$ cat src/rtl/systolic_drain_if.sv
// Handshake and data bundle between the systolic array bottom row,
// the drain block and the result writeback path.
interface systolic_drain_if #(
  parameter int ARR_SIZE    = 4,
  parameter int VERTICAL_BW = 32,
  parameter int DEPTH       = 4
);
  localparam int ROW_W = ARR_SIZE * VERTICAL_BW;
  localparam int CNT_W = $clog2(DEPTH + 1);

  logic [ROW_W-1:0] i_array_op;
  logic             i_row_valid;
  logic [ROW_W-1:0] o_data;
  logic             o_valid;
  logic             i_ready;
  logic [CNT_W-1:0] o_count;
  logic             o_overflow;

  // Upstream/downstream side (array plus writeback path).
  modport master (
    output i_array_op, i_row_valid, i_ready,
    input  o_data, o_valid, o_count, o_overflow
  );

  // Drain block side.
  modport slave (
    input  i_array_op, i_row_valid, i_ready,
    output o_data, o_valid, o_count, o_overflow
  );
endinterface

$ cat src/rtl/systolic_drain.sv
// Deskews the systolic array bottom-row bus (column k lags column 0 by k
// cycles) into whole rows and buffers them in a first-word-fall-through FIFO.
module systolic_drain #(
  parameter int ARR_SIZE    = 4,
  parameter int VERTICAL_BW = 32,
  parameter int DEPTH       = 4
) (
  input logic              clk,
  input logic              rst,
  systolic_drain_if.slave  bus
);
  localparam int ROW_W = ARR_SIZE * VERTICAL_BW;
  localparam int CNT_W = $clog2(DEPTH + 1);
  localparam int PTR_W = (DEPTH > 1) ? $clog2(DEPTH) : 1;

  logic [ROW_W-1:0] aligned_row;
  logic             aligned_valid;

  // Column k is delayed ARR_SIZE-1-k cycles so every column lines up with the
  // last one, which is taken straight off the bus.
  for (genvar k = 0; k < ARR_SIZE; k++) begin : g_col
    localparam int NS = ARR_SIZE - 1 - k;
    if (NS == 0) begin : g_pass
      assign aligned_row[k*VERTICAL_BW +: VERTICAL_BW] = bus.i_array_op[k*VERTICAL_BW +: VERTICAL_BW];
    end else begin : g_dly
      logic [VERTICAL_BW-1:0] stg [NS];
      // Shift the column word down its delay line.
      always_ff @(posedge clk) begin
        if (rst) begin
          for (int i = 0; i < NS; i++) stg[i] <= '0;
        end else begin
          stg[0] <= bus.i_array_op[k*VERTICAL_BW +: VERTICAL_BW];
          for (int i = 1; i < NS; i++) stg[i] <= stg[i-1];
        end
      end
      assign aligned_row[k*VERTICAL_BW +: VERTICAL_BW] = stg[NS-1];
    end
  end

  // The row-valid tag travels alongside column 0 so it marks the aligned row.
  if (ARR_SIZE > 1) begin : g_tag
    logic [ARR_SIZE-2:0] tag;
    // Shift the row-valid tag.
    always_ff @(posedge clk) begin
      if (rst) begin
        tag <= '0;
      end else begin
        tag[0] <= bus.i_row_valid;
        for (int i = 1; i < ARR_SIZE - 1; i++) tag[i] <= tag[i-1];
      end
    end
    assign aligned_valid = tag[ARR_SIZE-2];
  end else begin : g_notag
    assign aligned_valid = bus.i_row_valid;
  end

  logic [ROW_W-1:0] mem [DEPTH];
  logic [PTR_W-1:0] wr_ptr;
  logic [PTR_W-1:0] rd_ptr;
  logic [CNT_W-1:0] count;
  logic             overflow;
  logic             full;
  logic             pop;
  logic             push;

  // A full FIFO still accepts a row when the head leaves in the same cycle.
  assign full = (count == CNT_W'(DEPTH));
  assign pop  = bus.o_valid && bus.i_ready;
  assign push = aligned_valid && (!full || pop);

  // Row storage; contents need no reset because the output is masked by count.
  always_ff @(posedge clk) begin
    if (push) mem[wr_ptr] <= aligned_row;
  end

  // Pointers, occupancy and sticky overflow.
  always_ff @(posedge clk) begin
    if (rst) begin
      wr_ptr   <= '0;
      rd_ptr   <= '0;
      count    <= '0;
      overflow <= 1'b0;
    end else begin
      if (push) wr_ptr <= (wr_ptr == PTR_W'(DEPTH - 1)) ? '0 : wr_ptr + PTR_W'(1);
      if (pop)  rd_ptr <= (rd_ptr == PTR_W'(DEPTH - 1)) ? '0 : rd_ptr + PTR_W'(1);
      if (push && !pop)      count <= count + CNT_W'(1);
      else if (pop && !push) count <= count - CNT_W'(1);
      if (aligned_valid && full && !pop) overflow <= 1'b1;
    end
  end

  assign bus.o_valid    = (count != '0);
  assign bus.o_count    = count;
  assign bus.o_overflow = overflow;
  assign bus.o_data     = bus.o_valid ? mem[rd_ptr] : '0;
endmodule

$ cat src/flat_wrapper.sv
// flat-port wrapper written by rule: the top's interface ports become plain ports
module systolic_drain_flat 
#(
  parameter int ARR_SIZE    = 4,
  parameter int VERTICAL_BW = 32,
  parameter int DEPTH       = 4
)
  (clk, rst, bus_i_array_op, bus_i_row_valid, bus_i_ready, bus_o_data, bus_o_valid, bus_o_count, bus_o_overflow);
  systolic_drain_if #(.ARR_SIZE(ARR_SIZE), .VERTICAL_BW(VERTICAL_BW), .DEPTH(DEPTH)) bus_i ();
  input logic clk;
  input logic rst;
  input wire logic [$bits(bus_i.i_array_op)-1:0] bus_i_array_op;
  input wire logic [$bits(bus_i.i_row_valid)-1:0] bus_i_row_valid;
  input wire logic [$bits(bus_i.i_ready)-1:0] bus_i_ready;
  output wire logic [$bits(bus_i.o_data)-1:0] bus_o_data;
  output wire logic [$bits(bus_i.o_valid)-1:0] bus_o_valid;
  output wire logic [$bits(bus_i.o_count)-1:0] bus_o_count;
  output wire logic [$bits(bus_i.o_overflow)-1:0] bus_o_overflow;
  assign bus_i.i_array_op = bus_i_array_op;
  assign bus_i.i_row_valid = bus_i_row_valid;
  assign bus_i.i_ready = bus_i_ready;
  assign bus_o_data = bus_i.o_data;
  assign bus_o_valid = bus_i.o_valid;
  assign bus_o_count = bus_i.o_count;
  assign bus_o_overflow = bus_i.o_overflow;
  systolic_drain #(.ARR_SIZE(ARR_SIZE), .VERTICAL_BW(VERTICAL_BW), .DEPTH(DEPTH)) u_core (.clk(clk), .rst(rst), .bus(bus_i));
endmodule
$ cat config.mk
export PLATFORM = sky130hd
export DESIGN_NAME = systolic_drain_flat
export DESIGN_NICKNAME = d
export VERILOG_FILES = /design/src/rtl/systolic_drain_if.sv /design/src/rtl/systolic_drain.sv /design/src/flat_wrapper.sv
export SDC_FILE = /design/constraint.sdc
export NUM_CORES = 1
export LEC_CHECK = 0
export ABC_AREA = 1
export BUFFER_PORTS_ARGS = -buffer_cell sky130_fd_sc_hd__buf_2
export CORE_ASPECT_RATIO = 1.5
export CORE_MARGIN = 3
export CORE_UTILIZATION = 35
export CTS_BUF_LIST = sky130_fd_sc_hd__clkbuf_16
export DETAILED_ROUTE_END_ITERATION = 10
export HOLD_SLACK_MARGIN = 0.06
export MAX_ROUTING_LAYER = met4
export SKIP_LAST_GASP = 1
export SLEW_MARGIN = 40
export SYNTH_ARGS = -nofsm -noshare
export SYNTH_HDL_FRONTEND = slang
export SYNTH_SLANG_ARGS = --single-unit
$ cat constraint.sdc
create_clock -name clk -period 6.73 [get_ports clk]
set_input_delay 0.3365 -clock clk [delete_from_list [all_inputs] [get_ports clk]]
set_output_delay 0.3365 -clock clk [all_outputs]
set_load 0.02 [all_outputs]
==> impl_metrics.toml, run 1 <==
[outcome]
status = "completed"

[power_and_ir_drop]
pwr-share-comb_pct = 28.3
swShare_pct = 34.7
power_density_nw_per_um2 = 377
leakage_nw = 13.1
internal_power_mw = 7.84
p_switching_mw = 4.17
clock_power_share_pct = 30.9
ir_worst_vdd_mv = 0.256
p_seq_share_pct = 40.8
total_power_mw = 12.0

[synth]
async_flop_share_pct = 0
syn-num-nets = 2457
synth_flop_cell = "edfxtp_1"
synth_top_cell_by_area = "edfxtp_1"
synth_enable_flop_cells = 512
yosys-top-cells-area = "edfxtp_1 59%, dfxtp_1 16%, nand2_1 7.6%"
yosysMostFrequentCell = "nand2_1"
synthCells = 2318
yosys.cell_types.count = 20
synth_seq_cells = 717
synth.yosys.seq_area_share_pct = 74.8
synth_warnings = 0
netlist_area_um2 = 26000
synth_common_cells = "525 x nand2_1, 512 x edfxtp_1, 466 x nor2_1, 211 x inv_1, 205 x dfxtp_1"
netlist.area_leader.share_pct = 59.0
synth_area_per_cell_um2 = 11.2

[sta]
slew_headroom_pct = 46.6
worst_pin_slew_ns = 0.801
fmax_mhz = 261
fin_skew_ns = 0.0202
fin_crit_sh_pct = 57.0
rsz0062_at_grt = "false"
slew_viol_final = 0
min_period_ns = 3.83
finalSetupViolations = 0
hold_viol = 0

[clocking]
htree_levels = 3
cts_buffers = 69
cts_setup_buffers = 0
clock_sinks = 717
clkTransAtPathRegs_ns = 0.06
hold_buffers = 130
post_cts_resized = 0
cts_root_buf = "clkbuf_16"
cts_tree = "built"
clk-insertion-delay-late_ns = 0.60
max-clock-path-buffers = 3

[floorplan]
die_h_um = 340
start_util_pct = 35.6
die_w_um = 229
core_um2 = 73100
ioPinCount = 265
die_area_um2 = 77800
rows = 121

[worst_setup_path]
cpPeakStageDelay_ns = 0.74
path_class = "reg -> out"
rrSetupSlack_ns = 4.02
worstPathArrival_ns = 3.50
cp_cell_sequence = "buf_4 > buf_4 > nor2_1 > nor2_1 > o21ai_0 > a21oi_1 > buf_2"
required_ns = 6.39
critPathLaunchType = "register"
slowest_stage = "dfxtp_4"
cp-end-kind = "output port"
path_max_fanout = 65

[flow_run]
max-cap-violations = 0

[placed_design]
portBuffers = 264
place.gp.congestion = 0.773
dp_hpwl_mm = 33.5

[grt]
grt_max_degree = 178
grt_pass1_vias = 17090
grt_usage_pct = 15.4
antenna_found_initial = 1
overflow = 0
grt_pass1_wl_mm = 92.1

[drt]
drt-wirelength-per-cell_um = 15.8
drc = 0
viasPerCell = 4.47
ant_nets = 0
first_iter_violations = 888
num_vias = 16687
wl_mm = 58.9
dr.pass1.iters = 5

[cells_and_area]
nFillCells = 6756
drive_gt1_share_pct = 14.5
syn2layout_area_growth_pct = 22.5
post-route-util_pct = 43.6
fin_nets = 2826

[min_path]
hold_class = "in -> reg"
[logic make-up after synthesis]
kind of cell | count (synthesis) | synth area share (%)
adders and majority gates | 7 | 0.365
xor gates and xnor gates | 1 | 0.0336
AOI/OAI and AO/OA | 262 | 5.03
buffers and inverters | 333 | 5.36
DFF | 717 | 74.8
and+or+nand+nor | 998 | 14.4
[state kept, by name, indices dropped and copies added, names as in the netlist, named ones only]
signal / count
u_core.wr_ptr: 2
u_core.bus.o_count: 3
u_core.mem: 512
u_core.bus.o_overflow: 1
u_core.rd_ptr: 2
u_core.g_tag.tag: 3
u_core.g_col.g_dly.stg: 192
[power groups by stage]
| stage | clock network [mW] | logic (mW) | registers, mW |
|---|---|---|---|
| finish | 3.72 | 3.40 | 4.90 |
| global route | 3.99 | 3.75 | 4.92 |
| CTS | 3.82 | 3.47 | 4.91 |
| detailed placement | 0 | 3.40 | 5.00 |
| global placement | 0 | 3.35 | 4.99 |
| floorplan | 0 | 2.26 | 4.96 |
[worst max-delay path, delay by kind of cell (launching register included)]
| kind | cells | cell delay (ns) |
|---|---|---|
| AO/OA/AOI/OAI | 2 | 0.30 |
| buffers and inverters | 3 | 1.55 |
| flip-flops | 1 | 0.74 |
| AND/OR/NAND/NOR | 2 | 0.21 |
[metrics by stage]
step / worst slack (ns) / setup TNS [ns] / cells / area [um^2] / hold WS (ns)
finish: 2.90 / 0 / 3729 / 31900 / 0.165
detailed placement: 3.51 / 0 / 3468 / 28300 / 0.392
CTS: 2.84 / 0 / 3725 / 31900 / 0.151
global route: 2.58 / 0 / 3728 / 31900 / 0.175
global placement: 3.44 / 0 / 3462 / 28200 / 0.390
floorplan: -0.0835 / -42.75 / 2318 / 26000 / 0.388
[cell type report]
cell class / instances / area (um^2) / area share, %
flip-flops and latches: 717 / 19500 / 61.1
multi-input cells: 1268 / 5200 / 16.3
repair buffers: 419 / 2950 / 9.26
clock buffers: 74 / 1850 / 5.80
well taps: 984 / 1230 / 3.86
inverters: 212 / 826 / 2.59
clock inverters: 53 / 357 / 1.12
diodes: 2 / 5.00 / 0.0157
[layout by cell type, fill, tap and decap left out, types with 74 or more instances in the layout]
| master | n |
|---|---|
| dlygate4sd3_1 | 130 |
| o21ai_0 | 129 |
| dfxtp_1 | 204 |
| clkbuf_16 | 74 |
| nor2_1 | 462 |
| edfxtp_1 | 512 |
| buf_2 | 263 |
| inv_1 | 229 |
| nand2_1 | 525 |
| a21oi_1 | 133 |
[metal layers]
metal  share of wire, %  up-vias  global-route usage, %  routed length, um
met5                  0        -                      -                  0
met4                3.3        0                   6.36               1930
met3                4.6      111                   2.57               2700
met2                 50      420                   26.9              29400
met1                 42     7915                   17.7              24900
li1                   -     8241                      -                  -
[final timing paths]
path              cells past startpoint                                   startpoint                                     endpoint
hold / removal                        2                                          rst  u_core.g_col[2].g_dly.stg[0][23]$_SDFF_PP0_
hold reg to reg                       2  u_core.g_col[0].g_dly.stg[0][34]$_SDFF_PP0_  u_core.g_col[0].g_dly.stg[0][66]$_SDFF_PP0_
setup reg to reg                      7           u_core.bus.o_count[0]$_SDFFE_PP0P_                   u_core.mem[0][6]$_DFFE_PP_
setup / recovery                      7                                     register                               bus_o_data[88]
Power figures use the tool's default switching activity.
==> inputs of run 2 (changes only) <==
- ABC_AREA: 1 -> 0
- clock period: 6.73 -> 3.7 ns (I/O delays scaled with it)
==> run 2 against run 1 <==
Sequential share of layout area grew 0.73 points. Synthesized cell count shrank 45%. Worst setup slack lost 2.0 ns. Clock skew is essentially flat. Via count shrank 26%. Highest routed layer unchanged. Critical endpoint is now bus_o_data[30]. Combinational power grew 47%. Critical path depth shrank 3. Largest cell class unchanged. Sequential power grew 82%.
==> impl_metrics.toml, run 2 <==
[clocking]
max-clock-path-buffers = 3
cts_setup_buffers = 0
clock_sinks = 717
htree_levels = 3
cts_tree = "built"
cts_root_buf = "clkbuf_16"
cts_buffers = 71
clkTransAtPathRegs_ns = 0.06
clk-insertion-delay-late_ns = 0.61

[sta]
finalSetupViolations = 0
rsz0062_at_grt = "false"
slew_viol_final = 0
fin_ws_ns = 0.852
fmax_mhz = 351
fin_crit_sh_pct = 77.0
min_period_ns = 2.85
worst_pin_slew_ns = 0.761
setup_tns_ns = 0
slew_headroom_pct = 49.3
fin_skew_ns = 0.0206
hold_viol = 0

[placed_design]
dp_slack_ns = 1.38
place.gp.congestion = 0.727
portBuffers = 264
dp_hpwl_mm = 30.5

[cells_and_area]
fin_nets = 1877
drive_gt1_share_pct = 29.5
final_common_cell = "edfxtp_1"
largest_reg_flops = 512
diodes = 0
top_register = "u_core.mem"
reg_top3 = "u_core.mem x512, u_core.g_col.g_dly.stg x192"
syn2layout_area_growth_pct = 25.5
final_cell_mix = "512 x edfxtp_1, 263 x buf_2, 203 x dfxtp_1"

[min_path]
worstHoldPathCells = 3
hold_start = "bus_i_array_op[54]"
hold_class = "in -> reg"
min_to = "u_core.g_col[1].g_dly.stg[0][22]$_SDFF_PP0_"

[floorplan]
die_w_um = 225
die_h_um = 334
start_util_pct = 35.5
rows = 119
die_area_um2 = 75100
core_um2 = 70700
ioPinCount = 265

[power_and_ir_drop]
power_density_nw_per_um2 = 666
ir_worst_vdd_mv = 0.449
leakage_nw = 11.3

[synth]
synth_warnings = 0
synth_top_cell_by_area = "edfxtp_1"
synth_enable_flop_cells = 512
netlist_area_um2 = 25100
synth_flop_cell = "edfxtp_1"
yosys-top-cells-area = "edfxtp_1 61%, dfxtp_1 16%, mux4_2 11%"
synth_common_cells = "512 x edfxtp_1, 205 x dfxtp_1, 195 x nor2b_1, 128 x and2_1, 128 x mux4_2"
async_flop_share_pct = 0
yosysMostFrequentCell = "edfxtp_1"
synth.yosys.seq_area_share_pct = 77.5
synthCells = 1273
netlist.area_leader.share_pct = 61.2
yosys.cell_types.count = 26
synth_seq_cells = 717
synth_area_per_cell_um2 = 19.7
syn-num-nets = 1412

[worst_setup_path]
path_max_fanout = 29
r2r-end = "u_core.bus.o_count[2]$_SDFFE_PP0P_"
rrSetupSlack_ns = 1.37
cp-end-kind = "output port"
cpPeakStageDelay_ns = 0.80
cp_cell_sequence = "buf_12 > mux4_2 > and2_1 > buf_2"
critPathLaunchType = "register"
reg2reg_depth = 8
r2r-start = "u_core.bus.o_count[1]$_SDFFE_PP0P_"
worst-path-stages = 4
slowest_stage = "dfxtp_4"
critPathTopFamily = "flip-flops"
worstPathArrival_ns = 2.66
path_buf_inv = 2
path_class = "reg -> out"
required_ns = 3.51

[drt]
drt-wirelength-per-cell_um = 19.4
wl_mm = 52.4
dr.pass1.iters = 4
drc = 0
num_vias = 12327
viasPerCell = 4.56
first_iter_violations = 703
ant_nets = 0

[flow_run]
max-cap-violations = 0

[grt]
grt_pass1_wl_mm = 81.0
antenna_found_initial = 1
grt_pass1_vias = 13676
overflow = 0
grt_usage_pct = 14.6
grt_max_degree = 107

[outcome]
status = "completed"
==> run 2: changes by cell type after synthesis, moves of 129 or more <==
cell     previous run  this run
a21oi_1           133         4
nor2b_1             0       195
nand2_1           525         1
nor2_1            466         5
inv_1             211         4
==> run 2: cells by family (layout without fill, tap and decap cells) <==
group                      Yosys count  in the layout  share of synthesized area (%)
AOI/OAI and AO/OA                    8              8                          0.179
muxes                              130            130                           11.6
DFF                                717            717                           77.5
xor gates and xnor gates             2              2                         0.0697
buffers and inverters               68            589                           1.85
and+or+nand+nor                    341            341                           8.44
adders and majority gates            7              7                          0.378
==> run 2: what timing repair did <==
item / CTS / global route
endpoints found under the hold margin: 245 / 0
hold buffers: 165 / 0
gates resized for setup: 0 / 0
==> run 2: layout make-up <==
cell class	instances	area, um^2
fill	6128	39200
sequential	717	19500
multi-input combinational	488	5210
timing repair buffer	456	3380
clock buffer	78	1950
tap	907	1130
clock inverter	51	364
inverter	4	15.0
==> run 2: per-layer routing <==
layer	share of wire [%]	global-route usage, %
met5	0	-
met4	3.1	5.98
met3	3.9	2.38
met2	50	24.4
met1	43	17.8
==> run 2: how the worst max path moves through the flow <==
stage / startpoint / endpoint / slack [ns]
after floorplan: u_core.bus.o_count[0]$_SDFFE_PP0P_ / u_core.mem[0][0]$_DFFE_PP_ / 0.86
after global routing: register / bus_o_data[30] / 0.66
after global placement: register / bus_o_data[7] / 1.40
final: register / bus_o_data[30] / 0.85
after CTS: register / bus_o_data[7] / 0.73
after detailed placement: u_core.bus.o_count[0]$_SDFFE_PP0P_ / u_core.mem[0][106]$_DFFE_PP_ / 1.38
==> run 2: worst register-to-register path: cells and delay by family (launching register included) <==
| kind | cells | cell delay, ns |
|---|---|---|
| flops | 1 | 0.38 |
| simple gates | 3 | 1.14 |
| buf+inv | 1 | 0.08 |
| fa+ha+maj | 2 | 0.44 |
| compound gates | 1 | 0.14 |
| xor+xnor | 1 | 0.08 |
==> run 2: report_power, final <==
part,internal (mW),switching (mW),total (mW)
Sequential,8.74,0.202,8.94
Clock,4.09,2.97,7.06
Combinational,2.09,2.91,5.00
==> run 2: per-stage QoR <==
step                      cells  utilization, %  power [mW]  cell area [um^2]  hold WS [ns]
after floorplan            1273               -        12.4             25100         0.284
after global placement     2407            39.0        14.1             27600         0.395
after detailed placement   2407            39.0        14.1             27600         0.397
after CTS                  2701            44.6        21.4             31500         0.270
after global routing       2701            44.6        22.0             31500         0.304
final                      2701            44.6        21.0             31500         0.325
